`src/rtl/seg7_scan_encoder.sv`:
```
// seg7_scan_encoder: debounces a multiplexed active-low 7-seg scan bus back into a frame of hex nibbles
//   clk/rst            : clock, synchronous active-high reset
//   scan_en            : sample strobe for digit_sel/seg_in
//   digit_sel, seg_in  : one-hot digit select, active-low segments (bit0=a .. bit6=g)
//   out_valid/out_ready: valid/ready handshake for the assembled frame
//   out_word, out_err  : nibble i at [4i+3:4i], err bit i flags an illegal glyph on digit i
module seg7_scan_encoder #(
  parameter int NUM_DIGITS = 8,
  parameter int STABLE_CYCLES = 4
) (
  input  logic                    clk,
  input  logic                    rst,
  input  logic                    scan_en,
  input  logic [NUM_DIGITS-1:0]   digit_sel,
  input  logic [6:0]              seg_in,
  output logic                    out_valid,
  input  logic                    out_ready,
  output logic [4*NUM_DIGITS-1:0] out_word,
  output logic [NUM_DIGITS-1:0]   out_err
);
  typedef enum logic [1:0] {IDLE, TRACK, LOCKED} state_t;
  localparam logic [6:0] GLYPH [16] = '{
    7'b1000000, 7'b1111001, 7'b0100100, 7'b0110000,
    7'b0011001, 7'b0010010, 7'b0000010, 7'b1111000,
    7'b0000000, 7'b0010000, 7'b0001000, 7'b0000011,
    7'b1000110, 7'b0100001, 7'b0000110, 7'b0001110};
  state_t r_state, w_state_nxt;
  logic [NUM_DIGITS-1:0] r_prev_sel, r_seen, r_errslot, r_err;
  logic [6:0] r_prev_seg;
  logic [7:0] r_cnt, w_cnt_nxt;
  logic [4*NUM_DIGITS-1:0] r_slot, r_word;
  logic r_valid, w_load, w_commit, w_onehot, w_match, w_err, w_xfer;
  logic [3:0] w_nib;
  logic [2:0] w_idx;
  assign w_onehot = $countones(digit_sel) == 1;
  assign w_match = digit_sel == r_prev_sel && seg_in == r_prev_seg;
  assign w_xfer = &r_seen && (!r_valid || out_ready);
  assign out_valid = r_valid;
  assign out_word = r_word;
  assign out_err = r_err;
  always_comb begin
    w_nib = '0;
    w_err = 1'b1;
    w_idx = '0;
    for (int i = 0; i < 16; i++)
      if (seg_in == GLYPH[i]) begin
        w_nib = 4'(i);
        w_err = 1'b0;
      end
    for (int i = 0; i < NUM_DIGITS; i++)
      if (digit_sel[i]) w_idx = 3'(i);
  end
  always_comb begin
    w_state_nxt = r_state;
    w_cnt_nxt = r_cnt;
    w_load = 1'b0;
    w_commit = 1'b0;
    if (scan_en) begin
      if (!w_onehot) begin
        w_state_nxt = IDLE;
        w_cnt_nxt = '0;
      end else if (r_state == IDLE || !w_match) begin
        w_load = 1'b1;
        w_cnt_nxt = 8'd1;
        w_commit = STABLE_CYCLES == 1;
        w_state_nxt = w_commit ? LOCKED : TRACK;
      end else if (r_state == TRACK) begin
        w_cnt_nxt = r_cnt + 8'd1;
        w_commit = w_cnt_nxt == 8'(STABLE_CYCLES);
        w_state_nxt = w_commit ? LOCKED : TRACK;
      end
    end
  end
  always_ff @(posedge clk) begin
    if (rst) begin
      r_state <= IDLE;
      r_cnt <= '0;
      r_prev_sel <= '0;
      r_prev_seg <= '0;
      r_slot <= '0;
      r_errslot <= '0;
      r_seen <= '0;
      r_valid <= 1'b0;
      r_word <= '0;
      r_err <= '0;
    end else begin
      r_state <= w_state_nxt;
      r_cnt <= w_cnt_nxt;
      if (w_load) begin
        r_prev_sel <= digit_sel;
        r_prev_seg <= seg_in;
      end
      // transfer captures pre-commit slots; a same-cycle commit lands in the next frame
      if (w_xfer) begin
        r_word <= r_slot;
        r_err <= r_errslot;
        r_valid <= 1'b1;
      end else if (out_ready) r_valid <= 1'b0;
      if (w_commit) begin
        r_slot[4*w_idx +: 4] <= w_nib;
        r_errslot[w_idx] <= w_err;
      end
      // digit_sel is one-hot whenever a commit happens
      r_seen <= (w_xfer ? '0 : r_seen) | (w_commit ? digit_sel : '0);
    end
  end
endmodule

```
`config.mk`:
```
export PLATFORM = sky130hd
export DESIGN_NAME = seg7_scan_encoder
export DESIGN_NICKNAME = d
export VERILOG_FILES = /design/src/rtl/seg7_scan_encoder.sv
export SDC_FILE = /design/constraint.sdc
export NUM_CORES = 1
export LEC_CHECK = 0
export BUFFER_PORTS_ARGS = -buffer_cell sky130_fd_sc_hd__buf_4
export CAP_MARGIN = 20
export CORE_ASPECT_RATIO = 0.75
export CORE_MARGIN = 5
export CORE_UTILIZATION = 40
export CTS_CLUSTER_SIZE = 16
export DETAILED_ROUTE_END_ITERATION = 10
export GPL_ROUTABILITY_DRIVEN = 0
export PLACE_DENSITY = 0.55
export SYNTH_ARGS = -nofsm -noshare
export SYNTH_HDL_FRONTEND = slang
export SYNTH_SLANG_ARGS = --single-unit
```
`constraint.sdc`:
```
create_clock -name clk -period 5.4 [get_ports clk]
set_input_delay 0.27 -clock clk [delete_from_list [all_inputs] [get_ports clk]]
set_output_delay 0.27 -clock clk [all_outputs]
set_load 0.005 [all_outputs]
```
==> results.cfg <==
[global_route]
via_count_of_the_first_global_routing_pass = 4344
grt_antenna_before_repair = 0
grt_pass1_wl_um = 22600
grt_overflow = 0
global_route.usage.total_pct = 17.5
grt_start_max_net_pins = 77

[critical_path]
critical_path.slowest_cell = sky130_fd_sc_hd__or4_4
type_of_origin_of_the_critical_path = primary input
crit_top_cell = sky130_fd_sc_hd__fa_1
crit_arrival_ns = 4.42
slowest_delay_ns = 0.57
critPathKind = in2reg
setup.worst_path.start = digit_sel[0]
critPathTopFamily = adder cells
cp_cell_sequence = buf_4 > fa_1 > inv_1 > fa_1 > fa_1 > inv_1 > ha_1 > inv_1 > fa_1 > and4b_1 > a21oi_1 > nand3b_4 > or4_4 > or4_4 > mux2i_1
rrSetupSlack_ns = 2.58
worstReg2RegEnd = r_slot[29]
critical_path_data_required_time_ns = 5.69
critPathMaxFanout = 7
r2r_start = r_prev_sel[0]
timing.critical_path.to_type = flop
reg2regPathDepth = 6
path_buf_inv = 4

[cells_and_area]
finish.net_count = 711
layout-drive-gt1-share_pct = 15.9
layout-area-overhead-vs-synth_pct = 20.0
fillCellCount = 1315
multiInputGateArea_mm2 = 0.00290
final-seq-area_mm2 = 0.00228
antenna-diode-count = 0
final_core_utilization_pct = 48.3

[clock_network]
postCtsHoldBufs = 0
htree_levels = 4
worstSkewPairLatency_ns = 0.41
cts.sinks = 114
numCtsBuffers = 17
post_cts_resize_count = 0
postCtsSetupRepairBufs = 0
cts_tree = built
clk_pin_slew_worst_paths_ns = 0.05
clk_path_buf_depth = 2
clock-root-buffer = sky130_fd_sc_hd__clkbuf_16

[synth]
synthDominantCellAreaShare_pct = 41.8
synthMuxAreaShare_pct = 9.53
postSynth.asyncResetShare_pct = 0
post_synth_inst_count = 639
yosys_most_used_dff = sky130_fd_sc_hd__dfxtp_1
synth.yosys.warnings = 0
yosys.area.top_type = sky130_fd_sc_hd__dfxtp_1
synth_simple_gate_area_share_pct = 25.3
synth_enable_flop_cells = 0
netlist_top_cells_area = sky130_fd_sc_hd__dfxtp_1 (42%), sky130_fd_sc_hd__nand2_1 (9.8%), sky130_fd_sc_hd__mux2i_1 (9.5%), sky130_fd_sc_hd__a21oi_1 (5.1%), sky130_fd_sc_hd__nor2_1 (2.8%)
mappedNetlistNets = 671
synth_cell_type_count = 58
synth_xor_xnor_area_share_pct = 2.57
ys_ff_latch = 114
combinational_family_with_the_most_area_after_synthesis = simple AND/OR/NAND/NOR gates
post_synthesis_compound_gate_area_fraction_pct = 12.1
post_synth_instance_area_mm2 = 0.00546
postSynthAreaPerCell_um2 = 8.54
synth_sequential_area_ratio_pct = 41.8
post_synth_fa_ha_maj_area_fraction_pct = 3.53

[drt]
detail_route.vias_per_cell = 5.24
drt_pre_antenna_iters = 5
top_sig_layer = met4
post_route_antenna_net_violation_count = 0
route.met3.wl_um = 714
totalWireLength_um = 13400
vias = 4543
wl_met1_um = 7160
post_drt_wl_per_cell_um = 15.5
met2_routed_wirelength_um = 5440
drcViolationCount = 0
first_iter_violations = 296

[power]
power_density_over_the_cells_mw_per_mm2 = 333
p_leak_nw = 2.71
ir_drop_mv = 0.213

[timing]
layout_worst_path_cycle_share_pct = 76.5
totalNegativeSetupSlack_ns = 0
worst_slew_margin_rel_pct = 37.0
setup-violations-final = 0
period_minus_slack_ns = 4.13
hold_viol_final = 0
clock.fmax_ghz = 0.242
tightestPinTransition_ns = 0.944
timing_max_transition_violations_final = 0
fin_worst_skew_ns = 0.00897
rsz0062_at_grt = no

[min_path]
hold_path.class = in2reg
hold_endpoint = r_seen[0]
hold_path_depth = 3
worst_hold_startpoint = digit_sel[0]

[placed_design]
dp_hpwl_um = 9620
place.port_buffers = 59

[job]
cap_viol_max_count = 0

[floorplanning]
rows = 37
top_level_ports = 60
floorplan.initialDensity_pct = 40.2
fp.dieW_um = 145
core-area_mm2 = 0.0136
die-height_um = 111
die_area_mm2 = 0.0161

[outcome]
run_status = complete, no violations
[flip-flops by register name, summed over array words and instances (netlist names)]
register and count:
out_err 8, out_valid 1, out_word 32, r_cnt 8, r_errslot 8, r_prev_seg 7, r_prev_sel 8, r_seen 8
r_slot 32, r_state 2
[cells in the final DEF, fill, tap and decap left out, types with 3 or more instances in the layout]
cell                           n
sky130_fd_sc_hd__clkinv_4      3
sky130_fd_sc_hd__fa_1          4
sky130_fd_sc_hd__nand3_1       7
sky130_fd_sc_hd__nand2b_1      7
sky130_fd_sc_hd__a41o_1        4
sky130_fd_sc_hd__and3_1        5
sky130_fd_sc_hd__o31ai_1       3
sky130_fd_sc_hd__nand4_1      14
sky130_fd_sc_hd__xor2_1       15
sky130_fd_sc_hd__nor4_1       10
sky130_fd_sc_hd__or2_2         3
sky130_fd_sc_hd__or3_1         5
sky130_fd_sc_hd__nor3_1        8
sky130_fd_sc_hd__nand4b_1      4
sky130_fd_sc_hd__nor2b_1       5
sky130_fd_sc_hd__o311a_1       4
sky130_fd_sc_hd__and4b_1       3
sky130_fd_sc_hd__buf_4        62
sky130_fd_sc_hd__ha_1          9
sky130_fd_sc_hd__clkinvlp_4    4
sky130_fd_sc_hd__clkbuf_16    17
sky130_fd_sc_hd__bufinv_16     3
sky130_fd_sc_hd__a21oi_1      56
sky130_fd_sc_hd__a21o_1        5
sky130_fd_sc_hd__inv_1        20
sky130_fd_sc_hd__mux2i_1      52
sky130_fd_sc_hd__and2_1        3
sky130_fd_sc_hd__nand2_1     142
sky130_fd_sc_hd__nor3b_1       3
sky130_fd_sc_hd__a211o_1       5
sky130_fd_sc_hd__clkinv_2      3
sky130_fd_sc_hd__a22oi_1       7
sky130_fd_sc_hd__nor2_1       41
sky130_fd_sc_hd__o21ai_0       4
sky130_fd_sc_hd__or4_1         3
sky130_fd_sc_hd__dfxtp_1     114
[tightest hold or removal path, delay by kind of cell]
family	cells	cell delay [ns]
buf+inv	1	0.11
compound gates	1	0.07
simple gates	1	0.07
[power by group]
group	internal, mW	total [mW]	switching [mW]
Combinational	0.0690	0.181	0.112
Clock	0.736	1.13	0.399
Sequential	0.855	0.865	0.0100
Total	1.66	2.18	0.521
[kinds of logic after synthesis]
group / Yosys count
DFF: 114
xor gates and xnor gates: 16
AOI/OAI and AO/OA: 101
adders and majority gates: 13
buffers and inverters: 62
and+or+nand+nor: 281
muxes: 52
[synth_stat cells (9+ instances only)]
cell / instances
sky130_fd_sc_hd__buf_2: 10
sky130_fd_sc_hd__clkbuf_1: 24
sky130_fd_sc_hd__inv_1: 20
sky130_fd_sc_hd__mux2i_1: 52
sky130_fd_sc_hd__nor4_1: 10
sky130_fd_sc_hd__ha_1: 9
sky130_fd_sc_hd__nand4_1: 14
sky130_fd_sc_hd__nand2_1: 142
sky130_fd_sc_hd__nor2_1: 41
sky130_fd_sc_hd__xor2_1: 15
sky130_fd_sc_hd__dfxtp_1: 114
sky130_fd_sc_hd__a21oi_1: 56
[through the flow]
stage | worst slack (ns) | power [mW] | area [µm²] | hold WS [ns] | instances
2_1_floorplan | 1.12 | 1.02 | 5460 | 0.417 | 639
3_3_place_gp | 0.899 | 1.06 | 5950 | 0.446 | 835
3_5_place_dp | 0.823 | 1.06 | 5950 | 0.444 | 835
4_1_cts | 1.27 | 2.20 | 6550 | 0.132 | 867
5_1_grt | 1.02 | 2.27 | 6550 | 0.167 | 867
6_report | 1.27 | 2.18 | 6550 | 0.151 | 867
[worst max path at each step]
stage                    to  slack, ns  cells past startpoint
2_1_floorplan     r_slot[8]       1.12                     15
6_report          r_slot[8]       1.27                     15
3_3_place_gp      r_slot[8]       0.90                     15
5_1_grt        r_errslot[3]       1.02                     15
3_5_place_dp      r_slot[8]       0.82                     15
4_1_cts           r_slot[8]       1.27                     15
[cell type report]
class,instances,share of cell area [%]
Clock buffer,19,6.76
Clock inverter,13,2.46
Inverter,21,1.20
Multi-Input combinational cell,463,44.3
Sequential cell,114,34.8
Tap cell,175,3.34
Timing Repair Buffer,62,7.10
[routing by layer]
layer / vias to the layer above / global-route usage, %
li1: 2304 / -
met1: 2105 / 26.8
met2: 122 / 23.2
met3: 12 / 5.26
met4: 0 / 4.91
met5: - / 0
Note: power is estimated with default switching activity, not from simulation.
